### src/rtl/pipeline_control.sv
// pipeline_control: stall-vector generation, multi-cycle EX sequencing and
// exception flush/redirect for the five pipeline latches plus PC.
// Optional feature: define STALL_WATCHDOG_EN to enable the sticky stall
// watchdog (stall_timeout); otherwise stall_timeout is tied low.
module pipeline_control #(
  parameter int unsigned COUNT_WIDTH    = 6,
  parameter int unsigned WATCHDOG_LIMIT = 1024
) (
  input  logic                   clock,
  input  logic                   reset,
  input  logic                   stall_request_id,
  input  logic                   stall_request_ex,
  input  logic                   stall_request_mem,
  input  logic                   ex_multicycle_start,
  input  logic [COUNT_WIDTH-1:0] ex_multicycle_cycles,
  output logic                   ex_multicycle_done,
  input  logic                   exception_request,
  input  logic [31:0]            exception_target,
  output logic [5:0]             stall,
  output logic                   flush,
  output logic [31:0]            new_pc,
  output logic                   stall_timeout
);

  typedef enum logic [1:0] {
    S_RUN    = 2'd0,
    S_HOLD   = 2'd1,
    S_FREEZE = 2'd2,
    S_FLUSH  = 2'd3
  } state_e;

  localparam logic [5:0] STALL_NONE = 6'b000000;
  localparam logic [5:0] STALL_ID   = 6'b000111;
  localparam logic [5:0] STALL_EX   = 6'b001111;
  localparam logic [5:0] STALL_MEM  = 6'b011111;
  localparam logic [5:0] STALL_ALL  = 6'b111111;

  state_e                 state_q, state_d;
  logic [COUNT_WIDTH-1:0] cnt_q, cnt_d;
  logic                   done_q, done_d;
  logic                   flush_q, flush_d;
  logic [31:0]            new_pc_q, new_pc_d;
  logic                   exc_accept;
  logic                   start_accept;
  logic [5:0]             stall_vec;

  // Qualify exception and multi-cycle start against the current state.
  always_comb begin
    exc_accept   = exception_request && ((state_q == S_RUN) || (state_q == S_HOLD));
    start_accept = (state_q == S_RUN) && ex_multicycle_start &&
                   (ex_multicycle_cycles != '0) && !exception_request;
  end

  // Next-state, counter, redirect and registered-pulse logic.
  always_comb begin
    state_d  = state_q;
    cnt_d    = cnt_q;
    done_d   = 1'b0;
    flush_d  = 1'b0;
    new_pc_d = new_pc_q;
    unique case (state_q)
      S_RUN: begin
        if (exc_accept) begin
          state_d  = S_FREEZE;
          cnt_d    = '0;
          new_pc_d = exception_target;
        end else if (start_accept) begin
          // The start cycle itself is the first of the N stall cycles.
          cnt_d = ex_multicycle_cycles - COUNT_WIDTH'(1);
          if (cnt_d != '0) state_d = S_HOLD;
          else             done_d  = 1'b1;
        end
      end
      S_HOLD: begin
        if (exc_accept) begin
          state_d  = S_FREEZE;
          cnt_d    = '0;
          new_pc_d = exception_target;
        end else begin
          cnt_d = cnt_q - COUNT_WIDTH'(1);
          if (cnt_q == COUNT_WIDTH'(1)) begin
            state_d = S_RUN;
            done_d  = 1'b1;
          end
        end
      end
      S_FREEZE: begin
        state_d = S_FLUSH;
        flush_d = 1'b1;
      end
      S_FLUSH: begin
        state_d = S_RUN;
      end
      default: state_d = S_RUN;
    endcase
  end

  // Stall vector: highest requesting stage wins; FREEZE/FLUSH override.
  always_comb begin
    stall_vec = STALL_NONE;
    unique case (state_q)
      S_FREEZE: stall_vec = STALL_ALL;
      S_FLUSH:  stall_vec = STALL_NONE;
      default: begin
        if (stall_request_mem)
          stall_vec = STALL_MEM;
        else if (stall_request_ex || start_accept || (state_q == S_HOLD))
          stall_vec = STALL_EX;
        else if (stall_request_id)
          stall_vec = STALL_ID;
      end
    endcase
  end

  // State and registered outputs.
  always_ff @(posedge clock or posedge reset) begin
    if (reset) begin
      state_q  <= S_RUN;
      cnt_q    <= '0;
      done_q   <= 1'b0;
      flush_q  <= 1'b0;
      new_pc_q <= '0;
    end else begin
      state_q  <= state_d;
      cnt_q    <= cnt_d;
      done_q   <= done_d;
      flush_q  <= flush_d;
      new_pc_q <= new_pc_d;
    end
  end

  assign stall              = stall_vec;
  assign flush              = flush_q;
  assign new_pc             = new_pc_q;
  assign ex_multicycle_done = done_q;

`ifdef STALL_WATCHDOG_EN
  localparam int unsigned WDW = $clog2(WATCHDOG_LIMIT + 1);

  logic [WDW-1:0] wd_q;
  logic           timeout_q;

  // Count consecutive stalled cycles; flag sticks once the limit is hit.
  always_ff @(posedge clock or posedge reset) begin
    if (reset) begin
      wd_q      <= '0;
      timeout_q <= 1'b0;
    end else begin
      if (stall_vec == '0) begin
        wd_q <= '0;
      end else begin
        if (wd_q != WDW'(WATCHDOG_LIMIT)) wd_q <= wd_q + WDW'(1);
        if (wd_q == WDW'(WATCHDOG_LIMIT - 1)) timeout_q <= 1'b1;
      end
    end
  end

  assign stall_timeout = timeout_q;
`else
  assign stall_timeout = 1'b0;
`endif

endmodule

### config.mk
export PLATFORM = sky130hd
export DESIGN_NAME = pipeline_control
export DESIGN_NICKNAME = d
export VERILOG_FILES = /design/src/rtl/pipeline_control.sv
export SDC_FILE = /design/constraint.sdc
export NUM_CORES = 1
export LEC_CHECK = 0
export CAP_MARGIN = 0
export CORE_AREA = 4 4 66 80
export DETAILED_ROUTE_END_ITERATION = 10
export DIE_AREA = 0 0 70 84
export GPL_ROUTABILITY_DRIVEN = 0
export PLACE_DENSITY_LB_ADDON = 0.25
export SLEW_MARGIN = 20
export SYNTH_ARGS = -nofsm -noshare
export SYNTH_HDL_FRONTEND = slang
export SYNTH_SLANG_ARGS = --single-unit
### constraint.sdc
create_clock -name clock -period 4.5 [get_ports clock]
set_clock_uncertainty 0.1 [all_clocks]
set_input_delay 0.675 -clock clock [delete_from_list [all_inputs] [get_ports clock]]
set_output_delay 0.675 -clock clock [all_outputs]
set_load 0.03 [all_outputs]
==> reports/metrics.cfg, run 1 <==
[outcome]
status=finished clean

[cells_and_area]
final_common_cell=clkdlybuf4s50_1
nNetsFinal=293
finalNonFillerCells=302
syn2layout_area_growth_pct=49.7
n_fill_cell=381
final_cell_mix=clkdlybuf4s50_1 (84), dfrtp_1 (42), mux2_2 (32)
num_antenna_cells=0
drive_gt1_share_pct=19.3
utilization_pct=65.0

[setup_path]
required_ns=3.72
cp-end-kind=primary output
r2r-start=state_q[0]$_DFFE_PP0P_
cp_slowest_cell=clkdlybuf4s50_1
arrival_ns=3.05
path_cells=clkdlybuf4s50_1 > or3_4 > o311ai_0 > nor3b_1 > a22oi_1 > clkdlybuf4s50_1
crit_fanout=4
cp_common_cell=clkdlybuf4s50_1
start_kind=primary input
path_class=in -> out
ff2ff_path_depth=4
rrSetupSlack_ns=2.53
cpPeakStageDelay_ns=0.62
rr_endpoint=cnt_q[5]$_DFFE_PP0P_

[sta]
min_period_ns=3.82
fin_setup_tns_ns=0
slew_headroom_pct=65.5
fin_crit_sh_pct=85.0
fin_ws_ns=0.677
setup_violations=0
max_freq_mhz=262
hold_viol_final=0
worst_pin_slew_ns=0.518
drv_slew=0
rsz0062_at_grt=no

[yosys]
yosysUniqueCellTypes=40
avgSynthCellArea_um2=12.2
synthCells=161
async_reset_ff_share_pct=100
syn_area_um2=1970
ys.flop_type=dfrtp_1
synth_edf_count=0
yosys_warnings=0
ys_ff_latch=42
synth_nets=211
ys_seq_area_share_pct=53.4

[clock_tree]
htree_levels=2
cts_tree=built
clk_pin_slew_worst_paths_ns=0.08
cts_buffers=5
cts_setup_buffers=0
insertion_delay_ns=0.29
cts.sinks=42
cts.repair.resized=0
clockBufferDepth=2
postCtsHoldBufs=0
cts_root_buf=clkbuf_8

[job]
drv_cap=0

[worst_hold_path]
hp-class=reg -> reg
whs_path_depth=1
holdPathEnd=new_pc[13]$_DFFE_PP0P_
hold_start=new_pc[13]$_DFFE_PP0P_

[floorplanning]
die_area_um2=5880
io_pins=86
fp.dieW_um=70
core_um2=4530
initial_core_util_pct=43.4
row_count=27
die_y_um=84

[routing]
drcViolationCount=0
num_vias=1517
ant_nets=0
dr.pass1.iters=3
vias_per_cell=5.02
wire_per_inst_um=14.6
drt_iter0_markers=33
wirelength_um=4400

[power_and_ir_drop]
total_leakage_power_nw=1.21
vdd_drop_max_v=0.000407
finalPower_mw=2.16
power_per_cell_area_nw_per_um2=733

[place]
pre_cts_slack_ns=0.662
io_buffers=84
dp_hpwl_um=3290
dpl.cell_count=294

[global_route]
grt_pass1_vias=1724
grt_use_total_pct=15.7
grt_max_degree=43
antenna_found_initial=0
grt_pass1_wl_um=7520
gr-total-overflow=0

## per-layer routing
| metal | wire (um) | part of all wire [%] | vias up | global-route usage (%) |
|---|---|---|---|---|
| met5 | 0 | 0 | - | 0 |
| met4 | 82 | 1.9 | 0 | 5.92 |
| met3 | 394 | 9.0 | 7 | 7.35 |
| met2 | 2130 | 48 | 55 | 26.6 |
| met1 | 1790 | 41 | 724 | 16.9 |
| li1 | - | - | 731 | - |
## critical path: cells and delay by family
kind / cells / cell delay, ns
buffers and inverters: 2 / 1.10
AND/OR/NAND/NOR: 2 / 0.73
AO/OA/AOI/OAI: 2 / 0.54
## state kept, by name, indices dropped and copies added (netlist names)
register / flops
cnt_q: 6
ex_multicycle_done: 1
flush: 1
new_pc: 32
state_q: 2
## layout make-up
class                           count  area [um^2]  share of cell area (%)
Clock inverter                      2         37.5                    1.27
Inverter                            9         33.8                    1.15
Multi-Input combinational cell     99          821                    27.9
Tap cell                           58         72.6                    2.46
Clock buffer                        6         72.6                    2.46
Timing Repair Buffer               86          856                    29.1
Sequential cell                    42         1050                    35.7
## through the flow
stage	hold WS [ns]	cell area [um^2]
2_1_floorplan	0.373	1970
3_3_place_gp	0.389	2830
3_5_place_dp	0.395	2830
4_1_cts	0.412	2940
5_1_grt	0.425	2940
6_report	0.410	2940
## power breakdown
part | internal, mW | total (mW) | switching [mW]
sequential | 0.562 | 0.678 | 0.116
clock | 0.165 | 0.290 | 0.125
combinational | 0.545 | 1.19 | 0.645
## synthesized netlist by cell type, types with 2 or more instances
master	instances	area (um^2)
a21oi_1	4	20.0
buf_4	4	30.0
dfrtp_1	42	1050
nand2_1	2	7.51
nor3b_1	2	15.0
ha_1	5	62.6
xor2_1	2	17.5
nor3_1	4	20.0
o21ai_0	9	45.0
nand4_1	2	12.5
inv_1	9	33.8
nor2_1	10	37.5
mux2_2	32	360
buf_2	6	30.0
or3b_1	2	17.5
a22oi_1	2	15.0
## worst max path at each step
| stage | start | to | slack (ns) | cells past startpoint |
|---|---|---|---|---|
| 3_5_place_dp | ex_multicycle_cycles[2] | stall[1] | 0.66 | 6 |
| 6_report | ex_multicycle_cycles[2] | stall[2] | 0.68 | 6 |
| 2_1_floorplan | ex_multicycle_cycles[3] | stall[1] | 1.53 | 5 |
| 5_1_grt | ex_multicycle_cycles[2] | stall[1] | 0.47 | 6 |
| 4_1_cts | ex_multicycle_cycles[2] | stall[1] | 0.65 | 6 |
| 3_3_place_gp | ex_multicycle_cycles[3] | stall[1] | 0.73 | 6 |
## kinds of logic after synthesis
family,after synthesis,synth area share (%)
compound gates,27,9.41
xor+xnor,3,1.34
fa+ha+maj,5,3.18
buf+inv,20,4.96
flops,42,53.4
mux,32,18.3
other cells,1,0.191
simple gates,31,9.16
Note: power is estimated with default switching activity, not from simulation.
==> run 2: changes to the inputs <==
--- a/config.mk
+++ b/config.mk
@@ -6,9 +6,9 @@
 export NUM_CORES = 1
 export LEC_CHECK = 0
 export CAP_MARGIN = 0
-export CORE_AREA = 4 4 66 80
+export CORE_AREA = 4 4 71 86
 export DETAILED_ROUTE_END_ITERATION = 10
-export DIE_AREA = 0 0 70 84
+export DIE_AREA = 0 0 75 90
 export GPL_ROUTABILITY_DRIVEN = 0
 export PLACE_DENSITY_LB_ADDON = 0.25
 export SLEW_MARGIN = 20
==> constraint.sdc (replaced) <==
create_clock -name clock -period 3.5 [get_ports clock]
set_clock_uncertainty 0.1 [all_clocks]
set_input_delay 0.525 -clock clock [delete_from_list [all_inputs] [get_ports clock]]
set_output_delay 0.525 -clock clock [all_outputs]
set_load 0.03 [all_outputs]
==> reports/metrics.cfg, run 2 (same netlist as run 1, synthesis figures left out) <==
[place]
io_buffers=84
dp_hpwl_um=3420
pre_cts_slack_ns=0.0438

[floorplanning]
die_y_um=90
die_area_um2=6750
row_count=29
core_um2=5260
fp.dieW_um=75
initial_core_util_pct=37.4
io_pins=86

[routing]
ant_nets=0
vias_per_cell=4.90
wirelength_um=4410
drcViolationCount=0
wire_per_inst_um=14.2
num_vias=1518
dr.pass1.iters=2
drt_iter0_markers=69

[clock_tree]
cts_tree=built
insertion_delay_ns=0.28
cts_root_buf=clkbuf_8
cts.sinks=42
clockBufferDepth=2
cts_buffers=5
htree_levels=2
clk_pin_slew_worst_paths_ns=0.08

[global_route]
grt_use_total_pct=13.5
antenna_found_initial=0
grt_pass1_wl_um=7070
grt_pass1_vias=1514
grt_max_degree=34
gr-total-overflow=0

[cells_and_area]
final_common_cell=clkdlybuf4s50_1
n_fill_cell=461
largest_register_ffs=32
utilization_pct=56.9
nNetsFinal=298
final_cell_mix=clkdlybuf4s50_1 (84), dfrtp_1 (42), mux2_2 (32)
syn2layout_area_growth_pct=52.2
drive_gt1_share_pct=21.4
num_antenna_cells=0

[setup_path]
required_ns=2.87
rr_endpoint=cnt_q[5]$_DFFE_PP0P_
start_kind=primary input
path_class=in -> out
rrSetupSlack_ns=1.53
crit_path_end=stall[2]
critPathTopFamily=buffers and inverters
crit_path_start=ex_multicycle_cycles[3]
arrival_ns=2.72
cp-end-kind=primary output
r2r-start=state_q[0]$_DFFE_PP0P_
cp.depth=6
cp_common_cell=clkdlybuf4s50_1
path_buf_inv=2
path_cells=clkdlybuf4s50_1 > or3_4 > o311ai_0 > nor3b_2 > a22oi_1 > clkdlybuf4s50_1
cp_slowest_cell=clkdlybuf4s50_1
cpPeakStageDelay_ns=0.62
crit_fanout=3
ff2ff_path_depth=4

[worst_hold_path]
hp-class=reg -> reg
whs_path_depth=1

[outcome]
status=finished clean

[sta]
fin_crit_sh_pct=95.6
slew_headroom_pct=63.4
hold_viol_final=0
worst_pin_slew_ns=0.546
min_period_ns=3.34
drv_slew=0
setup_violations=0
fin_setup_tns_ns=0
fin_ws_ns=0.155
max_freq_mhz=299
rsz0062_at_grt=no

[power_and_ir_drop]
power_per_cell_area_nw_per_um2=927
vdd_drop_max_v=0.000624
total_leakage_power_nw=1.24

[job]
drv_cap=0

## run 2: per-layer routing
layer  share of wire, %  up-vias  GRT usage [%]
li1                   -      736              -
met3                9.4        6           4.13
met5                  0        -              0
met4                1.7        0           5.49
met2                 47       57           21.4
met1                 42      719           16.7
## run 2: report_power, final
group	switching [mW]	internal, mW
clock network	0.152	0.228
logic	0.824	0.704
registers	0.146	0.722
total	1.12	1.65
## run 2: stage by stage
stage                     power (mW)  hold WS, ns  cell area (um^2)  instances
after floorplan                 1.82        0.373              1970        161
after global placement          2.40        0.387              2880        303
after detailed placement        2.42        0.394              2880        303
after CTS                       2.81        0.412              2990        310
after global routing            2.95        0.425              2990        310
final                           2.78        0.408              2990        310
## run 2: what timing repair did
item / 4_1_cts / 5_1_grt
hold buffers: 0 / 0
setup buffers: 0 / 0
gates resized for setup: 0 / 1
setup endpoints to repair: 0 / 3
## run 2: worst min-delay path by stage
stage,startpoint,slack (ns),to
floorplan,cnt_q[1]$_DFFE_PP0P_,0.37,cnt_q[1]$_DFFE_PP0P_
global placement,new_pc[22]$_DFFE_PP0P_,0.39,new_pc[22]$_DFFE_PP0P_
detailed placement,new_pc[6]$_DFFE_PP0P_,0.39,new_pc[6]$_DFFE_PP0P_
CTS,new_pc[12]$_DFFE_PP0P_,0.41,new_pc[12]$_DFFE_PP0P_
global route,new_pc[15]$_DFFE_PP0P_,0.42,new_pc[15]$_DFFE_PP0P_
finish,new_pc[4]$_DFFE_PP0P_,0.41,new_pc[4]$_DFFE_PP0P_
## run 2: area by class of cell
class                   instances  area (um^2)  area share (%)
clock inverters                 1         30.0            1.00
inverters                       9         33.8            1.13
clock buffers                   6         82.6            2.76
well taps                      62         77.6            2.59
multi-input cells              99          826            27.6
flip-flops and latches         42         1050            35.1
repair buffers                 91          893            29.8
## run 2: worst register-to-register path, stage by stage (launching register included)
cell	delay, ns
dfrtp_1	0.50
or4b_1	0.58
o211ai_2	0.43
a211o_1	0.17
nand3_1	0.08
